<file path="config.mk">
export PLATFORM = sky130hd
export DESIGN_NAME = vga_timing_gen
export DESIGN_NICKNAME = d
export VERILOG_FILES = /design/src/rtl/vga_timing_pkg.sv /design/src/rtl/vga_axis_counter.sv /design/src/rtl/vga_timing_gen.sv
export SDC_FILE = /design/constraint.sdc
export NUM_CORES = 1
export LEC_CHECK = 0
export ABC_CLOCK_PERIOD_IN_PS = 1900
export BUFFER_PORTS_ARGS = -buffer_cell sky130_fd_sc_hd__buf_2
export CORE_UTILIZATION = 25
export DETAILED_ROUTE_END_ITERATION = 10
export PLACE_DENSITY = 0.49
export SLEW_MARGIN = 20
export SYNTH_ARGS = -nofsm -noshare
export SYNTH_HDL_FRONTEND = slang
export SYNTH_SLANG_ARGS = --single-unit
</file>
<file path="constraint.sdc">
create_clock -name clk -period 1.9 [get_ports clk]
set_input_delay 0.475 -clock clk [delete_from_list [all_inputs] [get_ports clk]]
set_output_delay 0.475 -clock clk [all_outputs]
set_load 0.1 [all_outputs]
</file>
<file path="src/rtl/vga_timing_pkg.sv">
// Shared constants and helpers for the parametrised VGA raster timing generator.
// Defaults describe 640x480@60 with a 25.175 MHz pixel rate.
package vga_timing_pkg;

  localparam int CW_DEFAULT = 11;

  localparam int DEF_H_ACTIVE = 640;
  localparam int DEF_H_FP     = 16;
  localparam int DEF_H_SYNC   = 96;
  localparam int DEF_H_BP     = 48;

  localparam int DEF_V_ACTIVE = 480;
  localparam int DEF_V_FP     = 10;
  localparam int DEF_V_SYNC   = 2;
  localparam int DEF_V_BP     = 33;

  function automatic int axis_total(input int sync, input int bp, input int active, input int fp);
    return sync + bp + active + fp;
  endfunction

  function automatic int h_total(input int sync, input int bp, input int active, input int fp);
    return axis_total(sync, bp, active, fp);
  endfunction

  function automatic int v_total(input int sync, input int bp, input int active, input int fp);
    return axis_total(sync, bp, active, fp);
  endfunction

endpackage

</file>
<file path="src/rtl/vga_axis_counter.sv">
// One raster axis: a wrapping position counter plus its sync/active region decode.
// Region order along the axis is sync, back porch, active, front porch.
module vga_axis_counter
  import vga_timing_pkg::*;
#(
  parameter int SYNC   = DEF_H_SYNC,
  parameter int BP     = DEF_H_BP,
  parameter int ACTIVE = DEF_H_ACTIVE,
  parameter int FP     = DEF_H_FP,
  parameter int CW     = CW_DEFAULT
) (
  input  logic          clk,
  input  logic          clr_n,
  input  logic          step,
  output logic [CW-1:0] count,
  output logic          wrap,
  output logic          in_sync,
  output logic          in_active,
  output logic [CW-1:0] offset
);

  localparam int            TOTAL  = axis_total(SYNC, BP, ACTIVE, FP);
  localparam logic [CW-1:0] LAST   = CW'(TOTAL - 1);
  localparam logic [CW-1:0] SYNC_N = CW'(SYNC);
  localparam logic [CW-1:0] ACT_LO = CW'(SYNC + BP);
  localparam logic [CW-1:0] ACT_HI = CW'(SYNC + BP + ACTIVE - 1);

  logic [CW-1:0] count_q, count_d;

  always_comb begin
    wrap    = step && (count_q == LAST);
    count_d = count_q;
    if (wrap) begin
      count_d = '0;
    end else if (step) begin
      count_d = count_q + CW'(1);
    end
  end

  always_ff @(posedge clk or negedge clr_n) begin
    if (!clr_n) begin
      count_q <= '0;
    end else begin
      count_q <= count_d;
    end
  end

  always_comb begin
    in_sync   = (count_q < SYNC_N);
    in_active = (count_q >= ACT_LO) && (count_q <= ACT_HI);
    offset    = in_active ? (count_q - ACT_LO) : '0;
  end

  assign count = count_q;

endmodule

</file>
<file path="src/rtl/vga_timing_gen.sv">
// Parametrised VGA timing generator: registered sync, display-enable, coordinates and strobes.
// Optional completed-frame counter enabled by defining VGA_TIMING_FRAME_CNT_EN.
module vga_timing_gen
  import vga_timing_pkg::*;
#(
  parameter int CW       = CW_DEFAULT,
  parameter int H_ACTIVE = DEF_H_ACTIVE,
  parameter int H_FP     = DEF_H_FP,
  parameter int H_SYNC   = DEF_H_SYNC,
  parameter int H_BP     = DEF_H_BP,
  parameter int V_ACTIVE = DEF_V_ACTIVE,
  parameter int V_FP     = DEF_V_FP,
  parameter int V_SYNC   = DEF_V_SYNC,
  parameter int V_BP     = DEF_V_BP,
  parameter bit HS_POL   = 1'b0,
  parameter bit VS_POL   = 1'b0,
  parameter int FCW      = 8
) (
  input  logic           clk,
  input  logic           clr_n,
  input  logic           pix_en,
  output logic           hsync,
  output logic           vsync,
  output logic           vidon,
  output logic [CW-1:0]  hc,
  output logic [CW-1:0]  vc,
  output logic [CW-1:0]  px,
  output logic [CW-1:0]  py,
  output logic           line_start,
  output logic           frame_start,
  output logic [FCW-1:0] frame_cnt
);

  logic [CW-1:0] h_count, v_count, h_offset, v_offset;
  logic          h_wrap, v_wrap, h_in_sync, v_in_sync, h_in_active, v_in_active;

  vga_axis_counter #(
    .SYNC(H_SYNC), .BP(H_BP), .ACTIVE(H_ACTIVE), .FP(H_FP), .CW(CW)
  ) u_h_axis (
    .clk(clk), .clr_n(clr_n), .step(pix_en),
    .count(h_count), .wrap(h_wrap), .in_sync(h_in_sync),
    .in_active(h_in_active), .offset(h_offset)
  );

  vga_axis_counter #(
    .SYNC(V_SYNC), .BP(V_BP), .ACTIVE(V_ACTIVE), .FP(V_FP), .CW(CW)
  ) u_v_axis (
    .clk(clk), .clr_n(clr_n), .step(h_wrap),
    .count(v_count), .wrap(v_wrap), .in_sync(v_in_sync),
    .in_active(v_in_active), .offset(v_offset)
  );

  // top_q marks that the counters hold the first pixel of a frame (after reset or a frame wrap).
  logic top_q, top_d;
  logic hsync_q, vsync_q, vidon_q, line_start_q, frame_start_q;
  logic hsync_d, vsync_d, vidon_d, line_start_d, frame_start_d;
  logic [CW-1:0] hc_q, vc_q, px_q, py_q, px_d, py_d;

  always_comb begin
    top_d = top_q;
    if (v_wrap) begin
      top_d = 1'b1;
    end else if (pix_en) begin
      top_d = 1'b0;
    end
    hsync_d       = h_in_sync ? HS_POL : ~HS_POL;
    vsync_d       = v_in_sync ? VS_POL : ~VS_POL;
    vidon_d       = h_in_active && v_in_active;
    px_d          = vidon_d ? h_offset : '0;
    py_d          = vidon_d ? v_offset : '0;
    line_start_d  = pix_en && (h_count == '0);
    frame_start_d = pix_en && top_q;
  end

  always_ff @(posedge clk or negedge clr_n) begin
    if (!clr_n) begin
      top_q         <= 1'b1;
      hc_q          <= '0;
      vc_q          <= '0;
      px_q          <= '0;
      py_q          <= '0;
      hsync_q       <= ~HS_POL;
      vsync_q       <= ~VS_POL;
      vidon_q       <= 1'b0;
      line_start_q  <= 1'b0;
      frame_start_q <= 1'b0;
    end else begin
      top_q         <= top_d;
      line_start_q  <= line_start_d;
      frame_start_q <= frame_start_d;
      if (pix_en) begin
        hc_q    <= h_count;
        vc_q    <= v_count;
        px_q    <= px_d;
        py_q    <= py_d;
        hsync_q <= hsync_d;
        vsync_q <= vsync_d;
        vidon_q <= vidon_d;
      end
    end
  end

`ifdef VGA_TIMING_FRAME_CNT_EN
  // The first frame after reset is still in progress, so it does not count as completed.
  logic           started_q, started_d;
  logic [FCW-1:0] frame_cnt_q, frame_cnt_d;

  always_comb begin
    started_d   = started_q;
    frame_cnt_d = frame_cnt_q;
    if (frame_start_d) begin
      started_d = 1'b1;
      if (started_q) begin
        frame_cnt_d = frame_cnt_q + FCW'(1);
      end
    end
  end

  always_ff @(posedge clk or negedge clr_n) begin
    if (!clr_n) begin
      started_q   <= 1'b0;
      frame_cnt_q <= '0;
    end else begin
      started_q   <= started_d;
      frame_cnt_q <= frame_cnt_d;
    end
  end

  assign frame_cnt = frame_cnt_q;
`else
  assign frame_cnt = '0;
`endif

  assign hsync       = hsync_q;
  assign vsync       = vsync_q;
  assign vidon       = vidon_q;
  assign hc          = hc_q;
  assign vc          = vc_q;
  assign px          = px_q;
  assign py          = py_q;
  assign line_start  = line_start_q;
  assign frame_start = frame_start_q;

endmodule

</file>
==> results of run 1 <==
[final cells by class]
class / instances / share of cell area
well taps: 184 / 0.0480
clock inverters: 1 / 0.00104
repair buffers: 97 / 0.138
clock buffers: 15 / 0.0538
flip-flops and latches: 72 / 0.378
inverters: 36 / 0.0282
multi-input cells: 199 / 0.354
[registers in the layout (all words and copies together) (netlist names)]
name            cells
hc                 11
px                 11
py                 11
u_h_axis.count     11
u_v_axis.count     11
vc                 11
frame_start         1
hsync               1
line_start          1
top_q               1
vidon               1
vsync               1
[synth_stat cells (3+ instances only)]
cell type	count
xor2_1	6
buf_4	10
mux2_2	21
clkbuf_1	10
nor4_1	3
nand2_1	16
o21ai_0	10
nand4_1	10
a21oi_1	6
buf_2	10
dfrtp_1	69
o22ai_1	4
buf_6	4
o32ai_1	3
nor2_1	16
nor3_1	3
o32ai_2	19
dfstp_2	3
and4_1	4
nand3_1	6
ha_1	7
xnor2_1	16
and3_1	4
inv_1	36
[metal layers]
layer  part of all wire  GRT usage
met1               0.43      0.143
met2               0.51      0.212
met3              0.039     0.0399
met4              0.013     0.0404
met5                  0          0
[cells by family (layout without fill, tap and decap cells)]
kind of cell / count (synthesis) / after routing / synth area share
other: 1 / 8 / 0.000998
adders and majority gates: 7 / 7 / 0.0233
xor gates and xnor gates: 22 / 22 / 0.0513
DFF: 72 / 72 / 0.481
muxes: 23 / 23 / 0.0683
AOI/OAI and AO/OA: 60 / 60 / 0.163
and+or+nand+nor: 79 / 79 / 0.120
buffers and inverters: 72 / 149 / 0.0932
[critical path, stage by stage, from the launching register on]
cell      delay, ps
dfrtp_1         390
buf_4           160
or3_1           440
a21oi_2         200
a2111o_1        240
buf_12          190
o32ai_2         100
[worst paths after layout]
check,slack (ps),end,cells past startpoint,from
max,20,px[7],6,u_h_axis.count[5]
min,170,hc[2],2,clr_n
max reg2reg,20,px[7],6,u_h_axis.count[5]
min reg2reg,500,vsync,2,vsync
max in group asynchronous,1390,hsync,2,clr_n
min in group clk,500,vsync,2,vsync
[what timing repair did]
action,4_1_cts,5_1_grt
pin swaps,1,2
gates resized for setup,6,14
endpoints found under the hold margin,0,0
endpoints found under the setup margin,22,34
cloned,0,1
[through the flow]
| stage | power [mW] | utilization |
|---|---|---|
| global route | 4.87 | 0.329 |
| finish | 4.61 | 0.329 |
| global placement | 3.10 | 0.304 |
| CTS | 4.68 | 0.324 |
| detailed placement | 3.10 | 0.304 |
| floorplan | 2.74 | - |
[report_power, final]
part	switching, mW	leakage, nW	internal, mW	total, mW
combinational	0.951	1.12	0.389	1.34
sequential	0.102	0.944	1.66	1.76
clock	0.591	0.128	0.919	1.51
total	1.64	2.19	2.97	4.61
==> metrics.md, run 1 <==
| Metric | Value |
|---|---|
| Final hold slack | `173 ps` |
| # fillers | `1485` |
| FP Rows | `44` |
| CTS tree | `done` |
| Number of post-CTS setup repair buffers | `0` |
| Vias in the first global route | `2877` |
| Antenna cells | `0` |
| Post-synth top area share | `0.460` |
| Primary FF master, synth | `dfrtp_1` |
| Commonest non-fill, non-tap cell in the layout | `dfrtp_1` |
| Hold/Removal Path Class | `in -> async` |
| Number of iterations in the first detailed-routing pass | `4` |
| Largest net degree at the start of global routing | `73` |
| Fmax | `531 MHz` |
| Max-Slew Margin vs Limit | `0.573` |
| Worst slack, placed | `-63.7 ps` |
| Placed cell areas | `0.00443 mm^2` |
| Clock-pin slew on the worst setup and hold paths | `50 ps` |
| WL final | `9020 um` |
| Number of synthesized flops with an enable pin | `0` |
| Crit path time final | `1880 ps` |
| Post-Synthesis Cells | `336` |
| Clk sinks | `72` |
| First-pass GRT wire length | `15000 um` |
| Area leader, netlist | `dfrtp_1` |
| Multi-input gate area | `0.00170 mm^2` |
| PnR worst setup slack | `18.5 ps` |
| # port buffers | `51` |
| Pwr Density | `962 mW/mm^2` |
| Antenna violations before repair | `0` |
| Layout cells sized above 1 | `0.414` |
| WL per Instance | `14.9 um` |
| CP startpoint kind | `flop` |
| Final net count | `425` |
| FF+latch area | `0.00181 mm^2` |
| Most frequent cells in the layout | `64 x dfrtp_1, 51 x buf_2, 41 x buf_4` |
| Total GRT Usage | `0.123` |
| Setup repair after global routing missed its margin | `true` |
| Flops & latches, synth | `72` |
| Crit-path max FO | `16` |
| Leakage | `2.19 nW` |
| Area of the core | `0.0146 mm^2` |
| Clk_lat worst skew | `330 ps` |
| Overflow left after global routing | `0` |
| Worst VDD drop | `717 uV` |
| Initial Util | `0.258` |
| Total negative slack | `0 ps` |
| Crit. End Element | `flop` |
| Fin crit share | `0.990` |
| Worst Path Arrival | `2060 ps` |
| Req. time, crit path | `2080 ps` |
| DRC viols | `0` |
| Design area | `0.00479 mm^2` |
| CTS Buf Count | `9` |
| Post-route ant nets | `0` |
| Maximum root-to-sink buffer count | `2` |
| Outcome | `completed` |
| Top post-synthesis cells by area | `dfrtp_1 46%, o32ai_2 8.2%, mux2_2 6.3%` |
| Die Area | `0.0155 mm^2` |
| Mean Syn Cell Area | `11.2 um^2` |
| Synth Cell Area | `0.00376 mm^2` |
| CTS hold repair buffers | `0` |
| Placed cell count | `587` |
| Synth unique cells | `53` |
| Initial DRC count | `84` |
| Fraction of registers with async set/reset | `1.00` |
| Die Width | `125 um` |
| Yosys warnings | `0` |
| Chip height | `125 um` |
| Final Max Slew Viols | `0` |
| DR vias/cell | `4.58` |
| Root buffer cell | `clkbuf_16` |
| H-tree depth | `3` |
| Non-Filler Instances | `604` |
| Synthesis-to-layout area growth | `27.6%` |
| Setup Skew | `7.13 ps` |
| Gp weighted congestion | `0.795` |
| Sequential fraction of the synthesis area | `0.481` |
| Routed via count | `2767` |
| Hold Fails Final Rpt | `0` |
| Worst slew pin tran | `640 ps` |
| Setup CP Type | `reg -> reg` |
| # IOs | `60` |
| Post-DP HPWL | `6370 um` |
| Final setup viols | `0` |
| Maxcap violations | `0` |
No activity file was read; power rests on OpenSTA's default activity.
==> run 2: changes to the inputs <==
ABC_CLOCK_PERIOD_IN_PS = 2200   (was 1900)
PLACE_DENSITY = 0.48   (was 0.49)
clock period = 2.2 ns   (was 1.9 ns; I/O delays follow)
==> run 2 against run 1 <==
Effect of this change: largest power group is now clock; critical endpoint is now py[10]; power is 7.4% lower; register-to-register slack gained 170 ps; sequential power shrank 12%; flip-flop and latch count is the same.
==> metrics.md, run 2 (synthesis results as in run 1) <==
| Metric | Value |
|---|---|
| Outcome | `completed` |
| Largest net degree at the start of global routing | `73 (unchanged)` |
| CTS tree | `done` |
| Commonest non-fill, non-tap cell in the layout | `dfrtp_1` |
| Setup CP Type | `reg -> reg` |
| Synthesis-to-layout area growth | `22.7%` |
| DR vias/cell | `4.64 (+1.2%)` |
| # port buffers | `51 (unchanged)` |
| FP Rows | `44 (unchanged)` |
| Worst Path Arrival | `2240 ps (+180 ps)` |
| Setup Skew | `8.88 ps (+1.75 ps)` |
| Post-CTS sizing | `0 (-6)` |
| Most frequent cells in the layout | `69 x dfrtp_1, 51 x buf_2, 36 x inv_1` |
| Maxcap violations | `0 (unchanged)` |
| # fillers | `1494 (+0.61%)` |
| Total GRT Usage | `0.121 (-0.00184)` |
| CTS Buf Count | `9 (unchanged)` |
| WL final | `8820 um (-2.3%)` |
| RR Endpoint | `py[10]` |
| Crit path time final | `2010 ps (+127 ps)` |
| Area of the core | `0.0146 mm^2 (unchanged)` |
| DRC viols | `0 (unchanged)` |
| Met3 wire length | `359 um (+3.2%)` |
| Clock-pin slew on the worst setup and hold paths | `60 ps (about the same)` |
| Final setup viols | `0 (unchanged)` |
| DR top layer | `met4` |
| Worst slack, placed | `244 ps (+308 ps)` |
| Number of post-CTS setup repair buffers | `0 (unchanged)` |
| Initial DRC count | `98 (+17%)` |
| Number of iterations in the first detailed-routing pass | `4 (unchanged)` |
| Hold/Removal Path Class | `in -> async` |
| CP startpoint kind | `flop` |
| Routed via count | `2693 (-2.7%)` |
| Post-DP HPWL | `6260 um (-1.7%)` |
| Pwr Density | `926 mW/mm^2 (-3.7%)` |
| Antenna cells | `0 (unchanged)` |
| CTS hold repair buffers | `0 (unchanged)` |
| # IOs | `60 (unchanged)` |
| Worst r2r src | `u_h_axis.count[5]` |
| Crit-path max FO | `23 (+7)` |
| Met2 WL post-DR | `4530 um (-2.4%)` |
| Req. time, crit path | `2430 ps (+350 ps)` |
| R2r setup slk | `190 ps (+170 ps)` |
| Gp weighted congestion | `0.771 (-3.1%)` |
| FF-to-FF path depth | `7 (+1)` |
| First-pass GRT wire length | `14800 um (-1.4%)` |
| Vias in the first global route | `2841 (-1.3%)` |
| Final hold slack | `237 ps (+64.4 ps)` |
| Fmax | `498 MHz (-6.3%)` |
| Antenna violations before repair | `0 (unchanged)` |
| Die Width | `125 um (unchanged)` |
| Setup repair after global routing missed its margin | `false` |
| Final net count | `402 (-5.4%)` |
| Chip height | `125 um (unchanged)` |
| PnR worst setup slack | `192 ps (+173 ps)` |
| Layout cells sized above 1 | `0.353 (-0.0616)` |
| Worst VDD drop | `893 uV (+25%)` |
| Util after Layout | `0.316 (-0.0127)` |
| Root buffer cell | `clkbuf_16` |
| Maximum root-to-sink buffer count | `2 (unchanged)` |
| Die Area | `0.0155 mm^2 (unchanged)` |
| Clk sinks | `72 (unchanged)` |
| Total negative slack | `0 ps (unchanged)` |
| Overflow left after global routing | `0 (unchanged)` |
| Clk_lat worst skew | `340 ps (about the same)` |
| Initial Util | `0.258 (unchanged)` |
| DRT met1 WL | `3760 um (-4.0%)` |
| WL per Instance | `15.2 um (+1.6%)` |
| H-tree depth | `3 (unchanged)` |
| Post-route ant nets | `0 (unchanged)` |
| Leakage | `2.10 nW (-3.9%)` |
| Crit. End Element | `flop` |
| Fin crit share | `0.913 (-0.0774)` |
| Hold Fails Final Rpt | `0 (unchanged)` |
| Final Max Slew Viols | `0 (unchanged)` |
-- run 2: changes by cell type in the layout (fill, tap and decap cells not counted), sizes merged --
cell and change:
clkbuf -7, buf -22, clkinvlp +1, clkinv +2
bufinv +3
-- run 2: report_power, final --
group	internal [mW]	switching [mW]
clock	1.11	0.583
combinational	0.270	0.763
sequential	1.43	0.118
total	2.81	1.46
-- run 2: worst max path at each step --
stage	from	endpoint	slack, ps
floorplan	u_h_axis.count[5]	px[6]	320
global placement	u_h_axis.count[1]	py[10]	260
detailed placement	u_h_axis.count[5]	py[10]	240
CTS	u_h_axis.count[5]	py[10]	200
global route	u_h_axis.count[1]	py[2]	60
finish	u_h_axis.count[5]	py[10]	190
-- run 2: worst max-delay path, stage by stage (launching register included) --
cell      delay [ps]
dfrtp_1          380
inv_1            110
ha_1             180
nor4b_4          190
a31oi_1          120
a2111o_1         460
buf_12           190
o32ai_1          290
-- run 2: final cells by class --
class	count	area [um^2]	share of cell area
clock buffer	9	225	0.0489
multi-input combinational	199	1630	0.353
inverter	36	135	0.0293
tap	184	230	0.0499
clock inverter	7	120	0.0261
timing repair buffer	74	465	0.101
sequential	72	1810	0.392
-- run 2: layer usage --
layer,vias to the layer above,track usage
met5,-,0
met4,0,0.0524
met3,14,0.0374
met2,61,0.201
li1,1278,-
met1,1340,0.144
-- run 2: metrics by stage --
| step | std cells | area, um^2 | total power, mW |
|---|---|---|---|
| global placement | 565 | 4260 | 2.61 |
| finish | 581 | 4610 | 4.27 |
| floorplan | 343 | 3780 | 2.37 |
| global route | 581 | 4610 | 4.46 |
| detailed placement | 565 | 4260 | 2.61 |
| CTS | 581 | 4610 | 4.33 |
